<file path="src/rtl/match_fsm.sv">
// rtl/match_fsm.sv - pong match controller: mode FSM, game/menu tick strobes, scoring
module match_fsm #(
  parameter int GAME_DIV    = 4,
  parameter int MENU_DIV    = 8,
  parameter int SERVE_DELAY = 16,
  parameter int SCORE_W     = 4,
  parameter int WIN_SCORE   = 9
) (
  input  logic               i_clock,
  input  logic               i_reset,
  input  logic               i_enter,
  input  logic               i_value,
  input  logic               i_goal_1,
  input  logic               i_goal_2,
  output logic               o_tick_game,
  output logic               o_tick_menu,
  output logic               o_enable_start,
  output logic               o_enable_pause,
  output logic               o_enable_game,
  output logic               o_round_reset,
  output logic [SCORE_W-1:0] o_score_1,
  output logic [SCORE_W-1:0] o_score_2,
  output logic [1:0]         o_winner,
  output logic [2:0]         o_state
);

  typedef enum logic [2:0] {
    ST_START = 3'd0,
    ST_SERVE = 3'd1,
    ST_PLAY  = 3'd2,
    ST_PAUSE = 3'd3,
    ST_OVER  = 3'd4
  } state_t;

  localparam int GW = $clog2(GAME_DIV);
  localparam int MW = $clog2(MENU_DIV);
  localparam int SW = $clog2(SERVE_DELAY + 1);
  localparam logic [GW-1:0]      GAME_LAST  = GW'(GAME_DIV - 1);
  localparam logic [MW-1:0]      MENU_LAST  = MW'(MENU_DIV - 1);
  localparam logic [SW-1:0]      SERVE_LAST = SW'(SERVE_DELAY - 1);
  localparam logic [SCORE_W-1:0] WIN        = SCORE_W'(WIN_SCORE);

  state_t             r_state;
  logic               r_enter_q;
  logic               r_ret_play;
  logic [GW-1:0]      r_game_cnt;
  logic [MW-1:0]      r_menu_cnt;
  logic [SW-1:0]      r_serve_cnt;
  logic [SCORE_W-1:0] r_score_1;
  logic [SCORE_W-1:0] r_score_2;
  logic [1:0]         r_winner;

  state_t             w_next;
  logic               w_press;
  logic               w_stay;
  logic               w_menu_mode;
  logic               w_ret_play_nx;
  logic [SW-1:0]      w_serve_nx;
  logic [SCORE_W-1:0] w_score_1_nx;
  logic [SCORE_W-1:0] w_score_2_nx;
  logic [SCORE_W-1:0] w_s1_inc;
  logic [SCORE_W-1:0] w_s2_inc;
  logic [1:0]         w_winner_nx;

  assign w_press     = i_enter & ~r_enter_q;
  assign w_s1_inc    = r_score_1 + 1'b1;
  assign w_s2_inc    = r_score_2 + 1'b1;
  assign w_stay      = (w_next == r_state);
  assign w_menu_mode = (r_state == ST_START) || (r_state == ST_PAUSE) || (r_state == ST_OVER);

  always_comb begin
    w_next        = r_state;
    w_ret_play_nx = r_ret_play;
    w_serve_nx    = r_serve_cnt;
    w_score_1_nx  = r_score_1;
    w_score_2_nx  = r_score_2;
    w_winner_nx   = r_winner;
    case (r_state)
      ST_START: if (w_press) begin
        w_next       = ST_SERVE;
        w_serve_nx   = '0;
        w_score_1_nx = '0;
        w_score_2_nx = '0;
        w_winner_nx  = 2'b00;
      end
      ST_SERVE: begin
        // A press freezes the serve countdown; it resumes from the same count.
        if (w_press) begin
          w_next        = ST_PAUSE;
          w_ret_play_nx = 1'b0;
        end else if (r_serve_cnt == SERVE_LAST) begin
          w_next = ST_PLAY;
        end else begin
          w_serve_nx = r_serve_cnt + 1'b1;
        end
      end
      ST_PLAY: begin
        if (i_goal_1 && i_goal_2) begin
          w_next     = ST_SERVE;
          w_serve_nx = '0;
        end else if (i_goal_1) begin
          w_score_1_nx = w_s1_inc;
          w_serve_nx   = '0;
          w_next       = (w_s1_inc == WIN) ? ST_OVER : ST_SERVE;
          if (w_s1_inc == WIN) w_winner_nx = 2'b01;
        end else if (i_goal_2) begin
          w_score_2_nx = w_s2_inc;
          w_serve_nx   = '0;
          w_next       = (w_s2_inc == WIN) ? ST_OVER : ST_SERVE;
          if (w_s2_inc == WIN) w_winner_nx = 2'b10;
        end else if (w_press) begin
          w_next        = ST_PAUSE;
          w_ret_play_nx = 1'b1;
        end
      end
      ST_PAUSE: if (w_press) begin
        if (i_value) begin
          w_next       = ST_START;
          w_score_1_nx = '0;
          w_score_2_nx = '0;
          w_winner_nx  = 2'b00;
        end else begin
          w_next = r_ret_play ? ST_PLAY : ST_SERVE;
        end
      end
      ST_OVER: if (w_press) w_next = ST_START;
      default: w_next = ST_START;
    endcase
  end

  always_ff @(posedge i_clock) begin
    if (i_reset) begin
      r_enter_q      <= 1'b0;
      r_state        <= ST_START;
      r_ret_play     <= 1'b0;
      r_serve_cnt    <= '0;
      r_game_cnt     <= '0;
      r_menu_cnt     <= '0;
      r_score_1      <= '0;
      r_score_2      <= '0;
      r_winner       <= 2'b00;
      o_tick_game    <= 1'b0;
      o_tick_menu    <= 1'b0;
      o_round_reset  <= 1'b0;
      o_enable_start <= 1'b1;
      o_enable_pause <= 1'b0;
      o_enable_game  <= 1'b0;
    end else begin
      r_enter_q   <= i_enter;
      r_state     <= w_next;
      r_ret_play  <= w_ret_play_nx;
      r_serve_cnt <= w_serve_nx;
      r_score_1   <= w_score_1_nx;
      r_score_2   <= w_score_2_nx;
      r_winner    <= w_winner_nx;
      // Tick dividers restart on any state change so the first strobe lands DIV clocks in.
      if (w_stay && r_state == ST_PLAY) begin
        r_game_cnt  <= (r_game_cnt == GAME_LAST) ? '0 : r_game_cnt + 1'b1;
        o_tick_game <= (r_game_cnt == GAME_LAST);
      end else begin
        r_game_cnt  <= '0;
        o_tick_game <= 1'b0;
      end
      if (w_stay && w_menu_mode) begin
        r_menu_cnt  <= (r_menu_cnt == MENU_LAST) ? '0 : r_menu_cnt + 1'b1;
        o_tick_menu <= (r_menu_cnt == MENU_LAST);
      end else begin
        r_menu_cnt  <= '0;
        o_tick_menu <= 1'b0;
      end
      o_round_reset  <= (w_next == ST_SERVE) && !w_stay;
      o_enable_start <= (w_next == ST_START);
      o_enable_pause <= (w_next == ST_PAUSE);
      o_enable_game  <= (w_next == ST_PLAY);
    end
  end

  assign o_score_1 = r_score_1;
  assign o_score_2 = r_score_2;
  assign o_winner  = r_winner;
  assign o_state   = r_state;

endmodule

</file>
<file path="config.mk">
export PLATFORM = sky130hd
export DESIGN_NAME = match_fsm
export DESIGN_NICKNAME = d
export VERILOG_FILES = /design/src/rtl/match_fsm.sv
export SDC_FILE = /design/constraint.sdc
export NUM_CORES = 1
export LEC_CHECK = 0
export BUFFER_PORTS_ARGS = -buffer_cell sky130_fd_sc_hd__buf_2
export CAP_MARGIN = 0
export CORE_MARGIN = 2
export CORE_UTILIZATION = 60
export CTS_CLUSTER_SIZE = 14
export DETAILED_ROUTE_END_ITERATION = 7
export GPL_TIMING_DRIVEN = 0
export PLACE_DENSITY = 0.83
export REMOVE_ABC_BUFFERS = 1
export SYNTH_ARGS = -nofsm -noshare
export SYNTH_HDL_FRONTEND = slang
export SYNTH_SLANG_ARGS = --single-unit
</file>
<file path="constraint.sdc">
create_clock -name i_clock -period 4.8 [get_ports i_clock]
set_input_delay 0.72 -clock i_clock [delete_from_list [all_inputs] [get_ports i_clock]]
set_output_delay 0.72 -clock i_clock [all_outputs]
set_load 0.02 [all_outputs]
</file>
* Word level (Yosys, flattened, before mapping)
Index checks and enable logic that the tools add are counted.
Storage, ports and cells: flip-flop bits (word level) 31, word-level logic and storage cells 120, output and inout port bits 19
Operators by class: reductions and logical operators 21, equal/unequal tests 29, bitwise logic cells 4, add/subtract/negate cells 5, multiplexer cells 46
Operators by type and width (number):
- 3-bit two-way mux | 11
- 4-bit two-way mux | 8
- 5-bit two-way mux | 6
- 2-bit inequality test, second input constant | 12
- 4-bit one-hot mux with 3 select lines | 2
- 2-bit two-way mux | 10
- 3-bit one-hot mux with 5 select lines | 1
- 5-bit one-hot mux with 3 select lines | 1
- 3-bit by 2-bit == test with 1-bit output, second input constant | 4
- 6-bit AND reduction | 2
- 3-bit inequality test, second input constant | 3
- 4-bit by 1-bit adder with 4-bit output, second input constant | 2
- 4-bit == test, second input constant | 2
- 8-bit AND reduction | 1
- 7-bit AND reduction | 1
- 3-bit by 1-bit == test with 1-bit output, second input constant | 2
- 3-bit == test, second input constant | 2
- 3-bit zero test | 2
- 2-bit one-hot mux with 3 select lines | 1
- 3-bit nonzero test | 2
- 3-bit OR reduction | 2
- 5-bit by 1-bit adder with 5-bit output, second input constant | 1
- 5-bit by 4-bit == test with 1-bit output, second input constant | 1
- 1-bit two-way mux | 5
- other kinds (14) | 21

* Depth between registers and ports, before layout
depth in word-level cells 11, mapped depth 9, depth with buffers taken out 9

* Worst setup path after synthesis
OpenSTA, ideal clock, no wires.
path type reg-to-reg, from register r_serve_cnt[0], to register r_game_cnt[0], setup time 60 ps, clock period less this slack 1998 ps, arrival time 1938 ps, setup slack 2802 ps, cell stages (with the launch flop) 10, required time 4740 ps, path buffers 0, cell sequence dfxtp_1 > ha_1 > and3_1 > ha_1 > o22a_1 > a2bb2o_1 > o21ai_1 > nand2b_1 > nor4b_2 > and3b_1
Between the ends: word-level cells in the longest chain between the ends 8
RTL lines:
- start: declaration | RTL line 48 | logic [SW-1:0] r_serve_cnt;
- start signal: assignment | RTL line 152 | r_serve_cnt <= w_serve_nx;
- 5-bit by 4-bit == test with 1-bit output | RTL line 91 | end else if (r_serve_cnt == SERVE_LAST) begin
- 3-bit two-way mux | RTL line 91
- 3-bit two-way mux | RTL line 88 | if (w_press) begin
- 3-bit one-hot mux with 5 select lines | RTL line 78 | case (r_state)
- 3-bit == test | RTL line 68 | assign w_stay = (w_next == r_state);
- 1-bit logical AND | RTL line 157 | if (w_stay && r_state == ST_PLAY) begin
- 1-bit inverter (no source line)
- 3-bit OR reduction (no source line)
- end signal: assignment | RTL line 158 | r_game_cnt <= (r_game_cnt == GAME_LAST) ? '0 : r_game_cnt + 1'b1;
- end: declaration | RTL line 46 | logic [GW-1:0] r_game_cnt;
Every way passes these cells. A chain may end at the register's enable or synchronous reset.

* Final worst setup path
Same ends and word-level chain as after synthesis.

==> flow_summary_export.csv <==
group,metric,value,unit
outcome,status,"completed",
routing,drt_iter0_markers,54,
synth,synth_area_leader_cell,"dfxtp_1",
setup_path,cp_slowest_cell,"dfxtp_1",
sta,setup_viol,0,
floorplanning,die_y,57.3,microns
grt,grt_util_all_layers,0.246,
setup_path,slowest_delay,0.35,ns
setup_path,critPathLaunchType,"flop",
grt,grt_pass1_wl,6240,microns
routing,dr.pass1.iters,4,
clock_network,cts_buffers,5,
sta,tightest_slew,0.621,ns
routing,drc,0,
clock_network,clock-sinks,31,
layout,fin_cells,261,
setup_path,cp.required,5.07,ns
setup_path,path_cells,"ha_1 > and3_1 > ha_1 > o22a_1 > a2bb2o_1 > o21ai_1 > nand2b_1 > nor4b_2 > and3b_1",
floorplanning,ios,25,
power,irDropWorstVdd,0.311,mV
synth,netlist.area_leader.share,0.364,
setup_path,crit_path_frequent_cell,"ha_1",
clock_network,cts_hold_buf,0,
layout,diodes,0,
sta,period_minus_slack,2.25,ns
routing,vias,1598,
layout,drive_gt1_frac,0.174,
grt,grt_max_degree,20,
sta,drv_slew,0,
clock_network,htreeDepth,2,
placement,dp.cells,253,
power,power.total,555,uW
routing,vias_per_cell,6.12,
routing,ant_nets,0,
synth,synth-main-ff-cell,"dfxtp_1",
sta,slew_headroom,0.585,
clock_network,tritoncts,"yes",
grt,grt_pass1_vias,1410,
clock_network,clk_latency,0.33,ns
routing,wl_per_cell,14.4,microns
sta,rsz0062_at_grt,"no",
run,drv_cap,0,
power,p_leak,0.000793,uW
layout,fin_util,0.699,
floorplanning,rows,19,
power,powerDensity,291,nW/um^2
synth,ys_warn_count,0,
synth,syn_area,1700,sq um
synth,ys_top_cells_by_area,"dfxtp_1, ha_1, nor2_1, a21oi_1, nand2_1",
clock_network,cts_root_buffer,"clkbuf_4",
sta,fin_crit_sh,0.469,
setup_path,ff2ff_setup_slack,2.55,ns
synth,async_flop_share,0,
setup_path,critPathMaxFanout,4,
grt,grt_overflow,0,
layout,area_growth_syn_to_layout,12.1,%
layout,design_area,1910,sq um
clock_network,post_cts_resize_count,0,
clock_network,clock_path_buffers,2,
clock_network,clkTransAtPathRegs,0.10,ns
sta,hold_viol_final,0,
worst_hold_path,hold_class,"flop to flop",
synth,synth-edff-count,0,
setup_path,cp.buffers_inverters,0,
sta,fmax,0.444,GHz
sta,tns,0,ns
floorplanning,die_area,3280,sq um
placement,gp_congestion,0.852,
synth,synth-seq-cells,31,
synth,yosysUniqueCellTypes,51,
routing,drt-total-wl,3760,microns
clock_network,cts_setup_buffers,0,
placement,dpl_cell_area,1820,sq um
grt,antenna_found_initial,0,
setup_path,cp.arrival,2.53,ns
placement,dp_hpwl,2790,microns
synth,syn_avg_cell_area,8.23,sq um
synth,yosysSeqAreaShare,0.364,
setup_path,end_kind,"flop",
placement,io_buffers,24,
floorplanning,die_w,57.3,microns
layout,nets,244,
setup_path,critPathKind,"flop to flop",
floorplanning,core_area,2730,sq um
sta,finClkSkew,0.00843,ns
setup_path,critical_path.top_delay_family,"simple AND/OR/NAND/NOR gates",
synth,synthCells,207,
floorplanning,start_util,0.623,
logic make-up (layout without fill, tap and decap cells):
| kind of cell | after synthesis | in the layout | share of synthesized area |
|---|---|---|---|
| AO/OA/AOI/OAI | 60 | 60 | 0.242 |
| multiplexers | 2 | 2 | 0.0117 |
| AND/OR/NAND/NOR | 87 | 87 | 0.274 |
| adder cells (fa/ha/maj) | 9 | 9 | 0.0661 |
| buffers and inverters | 18 | 41 | 0.0426 |
| flip-flops | 31 | 31 | 0.364 |
cell type report:
type	count	area (sq um)
inverter	9	33.8
fill	233	823
multi-input combinational	158	1010
tap	31	38.8
clock inverter	2	35.0
timing repair buffer	24	120
clock buffer	6	51.3
sequential	31	621
layout by cell type (no fill, tap or decap), types with 2 or more instances in the layout:
cell type,instances
and3b_1,2
nor2_1,21
dfxtp_1,31
nand2_1,20
nor3_1,3
nor3b_1,2
buf_2,24
and3_1,3
a31oi_1,4
o21ai_1,2
and2_1,6
inv_1,8
nand4_1,4
nand3_1,6
mux2i_1,2
a21oi_1,15
clkbuf_4,5
o31ai_1,3
nor2b_1,4
ha_1,9
o21ai_0,10
a311oi_1,4
nand2b_1,4
o22ai_1,3
o211ai_1,6
sequential cells by signal (all words and copies together), names as in the netlist, 2 cells and up:
signal	count
o_winner	2
o_state	3
r_serve_cnt	5
o_score_2	4
r_menu_cnt	3
o_score_1	4
r_game_cnt	2
cells in the mapped netlist, drive strengths merged, types with 2 or more instances:
cell type and instances:
nor2b 4, nand2 20, o21ai 13, nor3 3, and3 3, ha 9
or2 2, dfxtp 31, and3b 2, a21oi 15, clkbuf 5, o22ai 3
o31ai 3, nand2b 4, and2 7, o211ai 6, nand3 6, buf 4
nor3b 3, inv 9, nor2 22, nand4 4, a31oi 4, a311oi 4
mux2i 2
path summary, 6_finish.rpt:
path                                startpoint  cells past startpoint            end
worst max-delay path            r_serve_cnt[0]                      9  r_game_cnt[0]
worst min-delay path             r_menu_cnt[0]                      1  r_menu_cnt[0]
worst max register to register  r_serve_cnt[0]                      9  r_game_cnt[0]
worst min register to register   r_menu_cnt[0]                      1  r_menu_cnt[0]
metrics by stage:
step	hold slack, ns	setup slack [ns]
2_1_floorplan	0.408	2.74
3_3_place_gp	0.419	2.45
3_5_place_dp	0.429	2.41
4_1_cts	0.443	2.54
5_1_grt	0.465	2.39
6_report	0.454	2.55
per-layer routing:
metal / track usage / share of wire
met5: 0 / 0
met3: 0.0703 / 0.047
met1: 0.303 / 0.44
met2: 0.424 / 0.50
met4: 0.0598 / 0.010
power breakdown:
part / total (uW) / internal [uW] / switching, uW / leakage, uW
combinational: 69.4 / 24.2 / 45.2 / 0.000494
sequential: 272 / 264 / 8.52 / 0.000251
clock: 214 / 123 / 90.6 / 0.0000482
total: 555 / 411 / 144 / 0.000793
No activity file was read; power rests on OpenSTA's default activity.
